==> src/rtl/mac_seq_ctrl.sv <==
// ---------------------------------------------------------------------------
// mac_seq_ctrl
// Sequences one dot-product job on a MAC accumulator (or a lockstep bank of
// lanes). Each job runs FLUSH -> CLEAR -> RUN -> DRAIN -> DONE:
//   FLUSH : one enabled beat with zeroed operands empties the product register
//   CLEAR : clears the accumulator (including anything FLUSH added to it)
//   RUN   : streams len operand beats under a valid/ready handshake
//   DRAIN : one enabled beat with zeroed operands folds the last product in
//   DONE  : one-cycle done pulse; Cout is final
//
// Ports
//   clk, rst      : clock, synchronous active-high reset
//   start, len    : job request (IDLE only), beats in the job
//   abort         : cancel the job in flight
//   op_valid      : operand source presents a beat
//   op_ready      : controller takes a beat (RUN only)
//   mac_en        : MAC En input
//   mac_clr       : MAC Clr input
//   zero_ops      : forces the MAC operand muxes to zero
//   busy          : not IDLE
//   done          : one-cycle completion pulse
//   result_valid  : Cout holds a completed result
//   timeout_err   : sticky stall-timeout flag
//   beat_cnt      : beats accepted in the current or last job
// ---------------------------------------------------------------------------
module mac_seq_ctrl #(
   parameter int LEN_WIDTH   = 8,
   parameter int STALL_WIDTH = 8,
   parameter int STALL_LIMIT = 100
) (
   input  logic                 clk,
   input  logic                 rst,
   input  logic                 start,
   input  logic [LEN_WIDTH-1:0] len,
   input  logic                 abort,
   input  logic                 op_valid,
   output logic                 op_ready,
   output logic                 mac_en,
   output logic                 mac_clr,
   output logic                 zero_ops,
   output logic                 busy,
   output logic                 done,
   output logic                 result_valid,
   output logic                 timeout_err,
   output logic [LEN_WIDTH-1:0] beat_cnt
);

   typedef enum logic [2:0] {
      ST_IDLE  = 3'd0,
      ST_FLUSH = 3'd1,
      ST_CLEAR = 3'd2,
      ST_RUN   = 3'd3,
      ST_DRAIN = 3'd4,
      ST_DONE  = 3'd5
   } state_t;

   localparam logic [LEN_WIDTH-1:0]   LEN_ZERO    = LEN_WIDTH'(0);
   localparam logic [LEN_WIDTH-1:0]   LEN_ONE     = LEN_WIDTH'(1);
   localparam logic [STALL_WIDTH-1:0] STALL_ZERO  = STALL_WIDTH'(0);
   localparam logic [STALL_WIDTH-1:0] STALL_ONE   = STALL_WIDTH'(1);
   localparam logic [STALL_WIDTH-1:0] STALL_MAX   = {STALL_WIDTH{1'b1}};
   localparam logic [STALL_WIDTH-1:0] STALL_LIM_C = STALL_WIDTH'(STALL_LIMIT);
   localparam logic                   TIMEOUT_EN  = (STALL_LIMIT != 0);

   state_t                 state_r, state_s;
   logic [LEN_WIDTH-1:0]   len_r;
   logic [LEN_WIDTH-1:0]   beat_cnt_r;
   logic [STALL_WIDTH-1:0] stall_r;
   logic [STALL_WIDTH-1:0] stall_nxt_s;
   logic                   result_valid_r;
   logic                   timeout_err_r;
   logic                   job_start_s;
   logic                   beat_acc_s;
   logic                   stall_inc_s;
   logic                   timeout_s;

   // Saturating increment of the stall counter.
   assign stall_nxt_s = (stall_r == STALL_MAX) ? stall_r : (stall_r + STALL_ONE);

   // Next-state logic and per-cycle event strobes for the register block.
   always_comb begin
      state_s     = state_r;
      job_start_s = 1'b0;
      beat_acc_s  = 1'b0;
      stall_inc_s = 1'b0;
      timeout_s   = 1'b0;
      if (abort && (state_r != ST_IDLE)) begin
         // abort outranks completion and timeout; the beat is not counted
         state_s = ST_IDLE;
      end else begin
         case (state_r)
            ST_IDLE: begin
               if (start && !abort) begin
                  state_s     = ST_FLUSH;
                  job_start_s = 1'b1;
               end else begin
                  state_s = ST_IDLE;
               end
            end
            ST_FLUSH: state_s = ST_CLEAR;
            ST_CLEAR: state_s = (len_r != LEN_ZERO) ? ST_RUN : ST_DRAIN;
            ST_RUN: begin
               if (op_valid) begin
                  beat_acc_s = 1'b1;
                  state_s    = ((beat_cnt_r + LEN_ONE) == len_r) ? ST_DRAIN : ST_RUN;
               end else begin
                  stall_inc_s = 1'b1;
                  if (TIMEOUT_EN && (stall_nxt_s >= STALL_LIM_C)) begin
                     timeout_s = 1'b1;
                     state_s   = ST_IDLE;
                  end else begin
                     state_s = ST_RUN;
                  end
               end
            end
            ST_DRAIN: state_s = ST_DONE;
            ST_DONE:  state_s = ST_IDLE;
            default:  state_s = ST_IDLE;
         endcase
      end
   end

   // State, job length, counters and status flags.
   always_ff @(posedge clk) begin
      if (rst) begin
         state_r        <= ST_IDLE;
         len_r          <= LEN_ZERO;
         beat_cnt_r     <= LEN_ZERO;
         stall_r        <= STALL_ZERO;
         result_valid_r <= 1'b0;
         timeout_err_r  <= 1'b0;
      end else begin
         state_r <= state_s;
         if (job_start_s) begin
            len_r          <= len;
            beat_cnt_r     <= LEN_ZERO;
            stall_r        <= STALL_ZERO;
            result_valid_r <= 1'b0;
            timeout_err_r  <= 1'b0;
         end else begin
            if (beat_acc_s) begin
               beat_cnt_r <= beat_cnt_r + LEN_ONE;
               stall_r    <= STALL_ZERO;
            end else if (stall_inc_s) begin
               stall_r <= stall_nxt_s;
            end
            if (timeout_s) begin
               timeout_err_r <= 1'b1;
            end
            // result becomes valid as DONE is entered, so it is already set
            // in the done cycle
            if (abort) begin
               result_valid_r <= 1'b0;
            end else if (state_r == ST_DRAIN) begin
               result_valid_r <= 1'b1;
            end
         end
      end
   end

   // Moore strobes decoded from the state; mac_en follows op_valid in RUN.
   always_comb begin
      op_ready = 1'b0;
      mac_en   = 1'b0;
      mac_clr  = 1'b0;
      zero_ops = 1'b0;
      done     = 1'b0;
      case (state_r)
         ST_FLUSH: begin
            mac_en   = 1'b1;
            zero_ops = 1'b1;
         end
         ST_CLEAR: mac_clr = 1'b1;
         ST_RUN: begin
            op_ready = 1'b1;
            mac_en   = op_valid;
         end
         ST_DRAIN: begin
            mac_en   = 1'b1;
            zero_ops = 1'b1;
         end
         ST_DONE:  done = 1'b1;
         default: begin
            op_ready = 1'b0;
         end
      endcase
   end

   assign busy         = (state_r != ST_IDLE);
   assign result_valid = result_valid_r;
   assign timeout_err  = timeout_err_r;
   assign beat_cnt     = beat_cnt_r;

endmodule
==> config.mk <==
export PLATFORM = sky130hd
export DESIGN_NAME = mac_seq_ctrl
export DESIGN_NICKNAME = d
export VERILOG_FILES = /design/src/rtl/mac_seq_ctrl.sv
export SDC_FILE = /design/constraint.sdc
export NUM_CORES = 1
export LEC_CHECK = 0
export ABC_CLOCK_PERIOD_IN_PS = 1900
export BUFFER_PORTS_ARGS = -buffer_cell sky130_fd_sc_hd__buf_4
export CORE_MARGIN = 3
export CORE_UTILIZATION = 45
export DETAILED_ROUTE_END_ITERATION = 6
export PLACE_DENSITY = 0.68
export RECOVER_POWER = 25
export SLEW_MARGIN = 15
export SYNTH_ARGS = -nofsm -noshare
export SYNTH_HDL_FRONTEND = slang
export SYNTH_SLANG_ARGS = --single-unit
==> constraint.sdc <==
create_clock -name clk -period 1.9 [get_ports clk]
set_input_delay 0.285 -clock clk [delete_from_list [all_inputs] [get_ports clk]]
set_output_delay 0.285 -clock clk [all_outputs]
set_load 0.05 [all_outputs]
After elaboration in Yosys (flattened, before gate mapping)

Index checks and enable logic that the tools add are counted.

Flip-flop bits (word level): 29
Word-level logic and storage cells: 52
Output and inout bits: 16
Bits of input ports: 13

Eq/ne operators: 7
Order comparisons: 1
Add/sub/neg operators: 2
Reductions and logical operators: 11
Multiplexer cells: 25

Operators with widths:

| cell                                                | count |
|---|---|
| two-way mux 1 bit                                   | 18 |
| adder 8 x 1 -> 8 bit, second input constant         | 2 |
| case mux 3 bit (5 select lines)                     | 1 |
| two-way mux 3 bit                                   | 3 |
| == test 8 bit                                       | 1 |
| == test 8 bit, second input constant                | 1 |
| >= comparator 8 x 7 -> 1 bit, second input constant | 1 |
| two-way mux 8 bit                                   | 1 |
| nonzero test 8 bit                                  | 1 |
| == test 3 x 2 -> 1 bit, second input constant       | 2 |
| == test 3 bit, second input constant                | 2 |
| OR reduction 2 bit                                  | 3 |
| OR reduction 3 bit                                  | 2 |
| == test 3 x 1 -> 1 bit, second input constant       | 1 |
| logical NOT 3 bit                                   | 1 |
| nonzero test 3 bit                                  | 1 |
| logical AND 1 bit                                   | 2 |
| two-way mux 2 bit                                   | 1 |
| case mux 1 bit (2 select lines)                     | 1 |
| logical NOT 1 bit                                   | 1 |

Logic depth before layout (Yosys ltp)

Gate-level depths: netlist of run 1.

Depth in word-level cells: 7
Depth in mapped cells: 9
Depth with buffers taken out: 7

Worst setup path before layout of run 1

No wires, ideal clock.

Path type: register -> register
From: register beat_cnt_r[0] (netlist: beat_cnt[0])
To: register state_r[0]
Buffers on the path: 0
Cell stages (with the launch flop): 8
Library setup time: 0.130 ns
Slack: -0.261 ns
Clock period less this slack: 2.161 ns
Required time: 1.770 ns
Data arrival time: 2.031 ns
Path through: dfxtp_1 -> ha_1 -> xnor2_1 -> o2111ai_1 -> nor4_1 -> o2111ai_1 -> o311ai_1 -> a31oi_1

Longest elaborated chain between the ends: 5

RTL lines:

| what                            | line | source |
|---|---|---|
| start, declared                 | 67   | `logic [LEN_WIDTH-1:0] beat_cnt_r;` |
| start signal, assigned          | 142  | `beat_cnt_r <= beat_cnt_r + LEN_ONE;` |
| adder 8 x 1 -> 8 bit            | 105  | `state_s = ((beat_cnt_r + LEN_ONE) == len_r) ? ST_DRAIN : ST_RUN;` |
| == test 8 bit                   | 105  |  |
| two-way mux 3 bit               | 105  |  |
| two-way mux 3 bit               | 103  | `if (op_valid) begin` |
| case mux 3 bit (5 select lines) | 91   | `case (state_r)` |
| end signal, assigned            | 133  | `state_r <= state_s;` |
| end, declared                   | 65   | `state_t state_r, state_s;` |

No other way between the ends.
A chain may end at the register's enable or synchronous reset.

Worst setup path in the final report of run 1

From: register beat_cnt_r[1] (netlist: beat_cnt[1])
To: register state_r[0]

The elaborated chain is that of the path after synthesis.

==> qor.yml, run 1 <==
timing:
  tightest_slew_ps: 606
  period_minus_slack_ps: 1780
  relSlewSlack: 0.598
  fin_crit_sh: 0.936
  finClkSkew_ps: 3.51
  max_freq_ghz: 0.563
  drv_slew: 0
  setup_viol: 0
  final_hold_viol_count: 0
route:
  drtIter0Drc: 85
  wl_mm: 3.95
  postRouteAntennaNets: 0
  post-route-drc-count: 0
  vias: 1613
  route.detailed.wl_per_inst_um: 13.5
  first_pass_iters: 4
  vias_per_cell: 5.52
global_route:
  grt_pass1_wl_mm: 6.49
  grt_pass1_vias: 1417
  antenna_found_initial: 0
  grt_usage: 0.188
  gr-total-overflow: 0
  grt_max_degree: 11
placed_design:
  placed_area_um2: 2070
  hpwl_mm: 2.90
  gp_congestion: 0.810
  portBuffers: 28
synth:
  ys_top_cells_by_count: "32 x nor2_1, 29 x dfxtp_1, 12 x mux2i_1, 10 x xnor2_1"
  yosysSeqAreaShare: 0.327
  synth_cells: 202
  synth_top_area_cell: "dfxtp_1"
  synth_edf_count: 0
  synth_nets: 217
  yosys-top-cells-area: "dfxtp_1 33%, mux2i_1 6.8%, nor2_1 6.8%"
  yosysWarnings: 0
  synth.most_common_cell: "nor2_1"
  synth_area_per_cell_um2: 8.78
  synth_area_um2: 1770
  yosysTopAreaCellShare: 0.327
  synth-async-reset-ratio: 0
  ys_ff_latch: 29
  yosys.cell_types.count: 53
  ys.flop_type: "dfxtp_1"
layout:
  n_fill_cell: 385
  diodes: 0
  final_nets: 258
  final_layout_size_suffix_gt1_frac: 0.311
  fin_area_um2: 2210
  area_delta_synth_final_pct: 24.3
pwr:
  powerDensity_nw_per_um2: 691
  ir_drop_mv: 0.469
  power.total_w: 0.00152
  leakage_nw: 0.903
clock_network:
  clk_path_buf_depth: 2
  cts-root-buf: "clkbuf_8"
  clk_latency_ps: 280
  clkTransAtPathRegs_ps: 60
  holdBufCountCts: 0
  h-tree-depth: 2
  cts_tree: "built"
  cts.sinks: 29
  cts_made_buffers: 5
floorplan:
  die_h_um: 68.8
  fp.dieArea_um2: 4730
  row_count: 22
  die_w_um: 68.8
  core_um2: 3740
  start_util: 0.474
  boundaryPins: 29
outcome:
  status: "finished clean"
worst_setup_path:
  crit_fanout: 3
  timing_worst_setup_path_type: "flop to flop"
  startpoint_type: "flop"
  crit_required_ps: 2070
  arrival_ps: 1950
  end_kind: "flop"
flow_run:
  cap_violations: 0
hold_path:
  hp-class: "input pin to flop"
[stage by stage]
step / utilization / setup WS [ps] / TNS (ps) / std cells / hold WS, ps
5_1_grt: 0.589 / -27.7 / -40.4 / 292 / 235
4_1_cts: 0.580 / 28.0 / 0 / 291 / 227
2_1_floorplan: - / -18.0 / -18.0 / 202 / 364
3_5_place_dp: 0.553 / 43.6 / 0 / 283 / 479
3_3_place_gp: 0.553 / 89.0 / 0 / 283 / 478
6_report: 0.589 / 122 / 0 / 292 / 231
[per-layer routing]
layer  GRT usage  wire length, um  vias to the layer above
li1            -                -                      811
met1       0.249             1850                      749
met2       0.280             1780                       46
met3      0.0535              240                        7
met4      0.0852               82                        0
met5           0                0                        -
[cells in the final DEF, fill, tap and decap left out, types with 3 or more instances in the layout]
cell type,synthesis,routed
a31oi_1,4,4
nor2_1,32,31
dfxtp_1,29,22
nand4_1,3,3
nor3b_1,3,3
xnor2_1,10,9
a21oi_1,8,8
a21o_1,3,3
nor3_1,8,8
buf_4,3,34
and3_1,4,3
inv_1,4,4
nand3_1,6,6
mux2i_1,12,11
clkbuf_8,1,7
nand2_1,8,7
and4_1,3,3
dfxtp_2,0,6
nor4_1,5,4
clkbuf_1,0,9
xor2_1,7,7
o21ai_0,6,6
[what timing repair did]
| item | in CTS | in global routing |
|---|---|---|
| resized for setup | 0 | 16 |
| endpoints found under the hold margin | 0 | 0 |
| endpoints found under the setup margin | 0 | 3 |
| setup buffers | 0 | 1 |
[path summary, 6_finish.rpt]
check                    from          end  slack, ps  cells after the start
hold / removal         len[6]     len_r[6]        230                      3
hold reg to reg   timeout_err  timeout_err        490                      1
setup / recovery  beat_cnt[1]   state_r[0]        120                      7
setup reg to reg  beat_cnt[1]   state_r[0]        120                      7
[where the power goes]
part           internal [W]  switching (W)  total (W)  leakage [nW]
logic              0.000129       0.000177   0.000306         0.610
registers          0.000626      0.0000254   0.000651         0.239
clock network      0.000327       0.000240   0.000566        0.0542
[area by class of cell]
type / count / area (um^2) / area share
multi-input cells: 159 / 1140 / 0.518
well taps: 48 / 60.1 / 0.0272
inverters: 4 / 15.0 / 0.00681
clock inverters: 1 / 5.00 / 0.00227
flip-flops and latches: 29 / 592 / 0.268
repair buffers: 44 / 294 / 0.133
clock buffers: 7 / 96.3 / 0.0437
[kinds of logic (layout without fill, tap and decap cells)]
group	count (synthesis)	count (layout)	synth area share
adder cells (fa/ha/maj)	2	2	0.0141
flip-flops	29	29	0.327
multiplexers	12	12	0.0677
XOR/XNOR	17	17	0.0839
AND/OR/NAND/NOR	92	92	0.299
buffers and inverters	14	56	0.0635
AO/OA/AOI/OAI	36	36	0.145
[state kept, by name (all words and copies together) (netlist names)]
| signal | flops |
|---|---|
| beat_cnt | 8 |
| len_r | 8 |
| result_valid | 1 |
| stall_r | 8 |
| state_r | 3 |
| timeout_err | 1 |
[worst max-delay path, stage by stage (launching register included)]
cell,delay [ps]
dfxtp_4,350
ha_2,340
xnor2_2,120
o2111ai_2,150
nor4_2,290
o2111ai_2,170
o311ai_2,120
a31oi_1,120
Note: power is estimated with default switching activity, not from simulation.
==> run 2: changes to the inputs <==
--- a/config.mk
+++ b/config.mk
@@ -10,7 +10,7 @@
 export CORE_MARGIN = 3
 export CORE_UTILIZATION = 45
 export DETAILED_ROUTE_END_ITERATION = 6
-export PLACE_DENSITY = 0.68
+export PLACE_DENSITY_LB_ADDON = 0.08
 export RECOVER_POWER = 25
 export SLEW_MARGIN = 15
 export SYNTH_ARGS = -nofsm -noshare
==> qor.yml, run 2 (same netlist as run 1, synthesis figures left out) <==
route:
  route.detailed.wl_per_inst_um: 15.0
  vias_per_cell: 5.53
  first_pass_iters: 4
  wl_mm: 4.27
  vias: 1576
  drtIter0Drc: 137
  postRouteAntennaNets: 0
  post-route-drc-count: 0
timing:
  period_minus_slack_ps: 1840
  finClkSkew_ps: 4.39
  setup_viol: 0
  max_freq_ghz: 0.544
  drv_slew: 0
  fin_ws_ps: 60.5
  final_hold_viol_count: 0
  relSlewSlack: 0.580
  fin_crit_sh: 0.968
  tightest_slew_ps: 625
placed_design:
  dpl.cell_count: 278
  placed_area_um2: 2030
  dp_slack_ps: 2.91
  portBuffers: 28
  gp_congestion: 0.853
  hpwl_mm: 3.22
layout:
  area_delta_synth_final_pct: 21.0
  final_cell_mix: "31 x nor2_1, 31 x buf_4, 22 x dfxtp_1"
  final_util: 0.574
  finalNonFillerCells: 285
  fin_area_um2: 2150
  final_layout_size_suffix_gt1_frac: 0.283
  diodes: 0
  final_nets: 252
clock_network:
  cts.sinks: 29
  holdBufCountCts: 0
  clkTransAtPathRegs_ps: 60
  clk_path_buf_depth: 2
  cts-root-buf: "clkbuf_8"
  cts_made_buffers: 5
  post_cts_buffers: 0
  h-tree-depth: 2
  clk_latency_ps: 280
  cts_tree: "built"
floorplan:
  boundaryPins: 29
  row_count: 22
  start_util: 0.474
  core_um2: 3740
  die_w_um: 68.8
  fp.dieArea_um2: 4730
  die_h_um: 68.8
pwr:
  leakage_nw: 0.867
  powerDensity_nw_per_um2: 677
  ir_drop_mv: 0.406
worst_setup_path:
  cp_slowest_cell: "dfxtp_1"
  crit_chain: "ha_2 > and2_4 > and3_1 > mux2i_1 > o311ai_2 > o311ai_2 > a31oi_1"
  timing_worst_setup_path_type: "flop to flop"
  arrival_ps: 2000
  startpoint_type: "flop"
  crit_required_ps: 2060
  critPathMostFrequentCell: "o311ai_2"
  crit_fanout: 5
  cp.buffers_inverters: 0
  end_kind: "flop"
  cp_slowest_stage_delay_ps: 340
  crit_family: "compound AO/OA/AOI/OAI gates"
  reg2reg_slack_ps: 60
hold_path:
  hp-class: "input pin to flop"
global_route:
  grt_pass1_vias: 1384
  grt_usage: 0.194
  antenna_found_initial: 0
  gr-total-overflow: 0
  grt_max_degree: 11
  grt_pass1_wl_mm: 6.73
flow_run:
  cap_violations: 0
outcome:
  status: "finished clean"
==> run 2: metrics by stage <==
step / power (W) / TNS, ps / hold slack [ps]
3_5_place_dp: 0.000951 / 0 / 480
5_1_grt: 0.00152 / -40.9 / 233
4_1_cts: 0.00147 / 0 / 223
3_3_place_gp: 0.000944 / 0 / 472
6_report: 0.00145 / 0 / 229
2_1_floorplan: 0.000882 / -18.0 / 364
==> run 2: timing repair <==
item                                    CTS  global route
gates cloned                              0             0
gates resized for setup                   1            13
endpoints found under the setup margin    2             3
hold endpoints to repair                  0             0
pin swaps                                 0             3
==> run 2: layout make-up <==
type	instances	area, um^2
inverters	4	15.0
multi-input cells	159	1140
well taps	48	60.1
fillers	380	1600
repair buffers	38	259
flip-flops and latches	29	589
clock buffers	7	86.3
==> run 2: where the power goes <==
part / switching [W] / total [W] / internal, W
logic: 0.000165 / 0.000280 / 0.000115
clock network: 0.000228 / 0.000514 / 0.000287
registers: 0.0000318 / 0.000659 / 0.000627
total: 0.000425 / 0.00145 / 0.00103
==> run 2: per-layer routing <==
layer,global-route usage,routed length (um),part of all wire
met4,0.0657,60,0.014
met1,0.265,1980,0.46
met3,0.0535,322,0.075
met2,0.292,1910,0.45
met5,0,0,0
==> run 2: path summary, 6_finish.rpt <==
kind                                   from      endpoint  cells after the start
worst max-delay path             stall_r[0]    state_r[0]                      7
worst min-delay path                  abort  result_valid                      2
worst max register to register   stall_r[0]    state_r[0]                      7
worst min register to register  timeout_err   timeout_err                      1
==> run 3: changes to the inputs <==
--- a/config.mk
+++ b/config.mk
@@ -5,7 +5,7 @@
 export SDC_FILE = /design/constraint.sdc
 export NUM_CORES = 1
 export LEC_CHECK = 0
-export ABC_CLOCK_PERIOD_IN_PS = 1900
+export ABC_CLOCK_PERIOD_IN_PS = 2000
 export BUFFER_PORTS_ARGS = -buffer_cell sky130_fd_sc_hd__buf_4
 export CORE_MARGIN = 3
 export CORE_UTILIZATION = 45
==> constraint.sdc (replaced) <==
create_clock -name clk -period 2 [get_ports clk]
set_input_delay 0.3 -clock clk [delete_from_list [all_inputs] [get_ports clk]]
set_output_delay 0.3 -clock clk [all_outputs]
set_load 0.05 [all_outputs]
==> qor.yml, run 3 (same netlist as run 1, synthesis figures left out) <==
clock_network:
  cts_tree: "built"
  cts_made_buffers: 5
  h-tree-depth: 2
  cts_resized: 0
  post_cts_buffers: 0
  cts.sinks: 29
  cts-root-buf: "clkbuf_8"
  clkTransAtPathRegs_ps: 70
  holdBufCountCts: 0
  clk_path_buf_depth: 2
  clk_latency_ps: 280
global_route:
  gr-total-overflow: 0
  grt_max_degree: 11
  grt_pass1_vias: 1450
  grt_pass1_wl_mm: 6.57
  antenna_found_initial: 0
  grt_usage: 0.188
hold_path:
  hp-class: "input pin to flop"
  hp-start: "abort"
route:
  wl_mm: 4.10
  vias_per_cell: 5.60
  drtIter0Drc: 88
  postRouteAntennaNets: 0
  route.detailed.wl_per_inst_um: 14.4
  first_pass_iters: 4
  vias: 1596
  post-route-drc-count: 0
floorplan:
  row_count: 22
  fp.dieArea_um2: 4730
  core_um2: 3740
  die_h_um: 68.8
  boundaryPins: 29
  start_util: 0.474
  die_w_um: 68.8
timing:
  relSlewSlack: 0.531
  period_minus_slack_ps: 1880
  final_hold_viol_count: 0
  tightest_slew_ps: 697
  whs_ps: 249
  rsz0062_at_grt: "no"
  max_freq_ghz: 0.532
  drv_slew: 0
  fin_crit_sh: 0.941
  setup_viol: 0
  tns_ps: 0
  finClkSkew_ps: 7.79
worst_setup_path:
  end_kind: "flop"
  crit_start: "beat_cnt[0]"
  r2r_start: "beat_cnt[0]"
  crit_fanout: 6
  timing_worst_setup_path_type: "flop to flop"
  r2r_end: "state_r[0]"
  worstSetupEndpoint: "state_r[0]"
  startpoint_type: "flop"
  reg2reg_slack_ps: 120
  arrival_ps: 2030
  crit_required_ps: 2150
  ff2ff_path_depth: 7
pwr:
  powerDensity_nw_per_um2: 681
  leakage_nw: 0.853
  ir_drop_mv: 0.427
placed_design:
  portBuffers: 28
  hpwl_mm: 3.17
  gp_congestion: 0.881
layout:
  final_cell_mix: "32 x nor2_1, 26 x dfxtp_1, 26 x buf_4"
  final_common_cell: "nor2_1"
  final_nets: 251
  diodes: 0
  area_delta_synth_final_pct: 18.3
  final_layout_size_suffix_gt1_frac: 0.219
flow_run:
  cap_violations: 0
outcome:
  status: "finished clean"
-- run 3: cell count changes in the layout (fill, tap and decap cells not counted), moves of 2 or more --
cell,delta
buf_4,-5
clkbuf_1,+3
dfxtp_1,+4
dfxtp_2,-4
o311ai_2,-2
-- run 3: cell type report --
| class | count | area, um^2 |
|---|---|---|
| Clock buffer | 7 | 96.3 |
| Clock inverter | 1 | 5.00 |
| Fill cell | 383 | 1650 |
| Inverter | 4 | 15.0 |
| Multi-Input combinational cell | 159 | 1100 |
| Sequential cell | 29 | 584 |
| Tap cell | 48 | 60.1 |
| Timing Repair Buffer | 37 | 236 |
-- run 3: critical path, stage by stage (launching register included) --
cell and delay (ps):
dfxtp_2 360, ha_1 350, xnor2_2 190, o2111ai_1 130, nor4_1 290, o2111ai_1 160
o311ai_1 130, a31oi_1 120
-- run 3: per-layer routing --
layer  vias to the layer above  share of wire  global-route usage
met5                         -              0                   0
met2                        40           0.46               0.294
li1                        806              -                   -
met3                         6          0.048              0.0340
met1                       744           0.48               0.255
met4                         0          0.012              0.0730
-- run 3: through the flow --
stage                     utilization  power [W]  cells  worst slack (ps)  cell area (um^2)
after floorplan                     -   0.000835    202              34.0              1780
after global placement          0.539   0.000908    277               158              2020
after detailed placement        0.539   0.000915    277               106              2020
after CTS                       0.566    0.00145    285              88.4              2120
after global routing            0.560    0.00150    285              17.5              2100
final                           0.560    0.00143    285               119              2100
-- run 3: power by group --
group / internal (W) / switching, W
Clock: 0.000310 / 0.000221
Combinational: 0.000113 / 0.000166
Sequential: 0.000596 / 0.0000230
-- run 3: how the worst min path moves through the flow --
stage | depth (start not counted) | to
5_1_grt | 2 | result_valid
4_1_cts | 2 | result_valid
3_3_place_gp | 1 | timeout_err
6_report | 2 | result_valid
2_1_floorplan | 1 | result_valid
3_5_place_dp | 1 | timeout_err
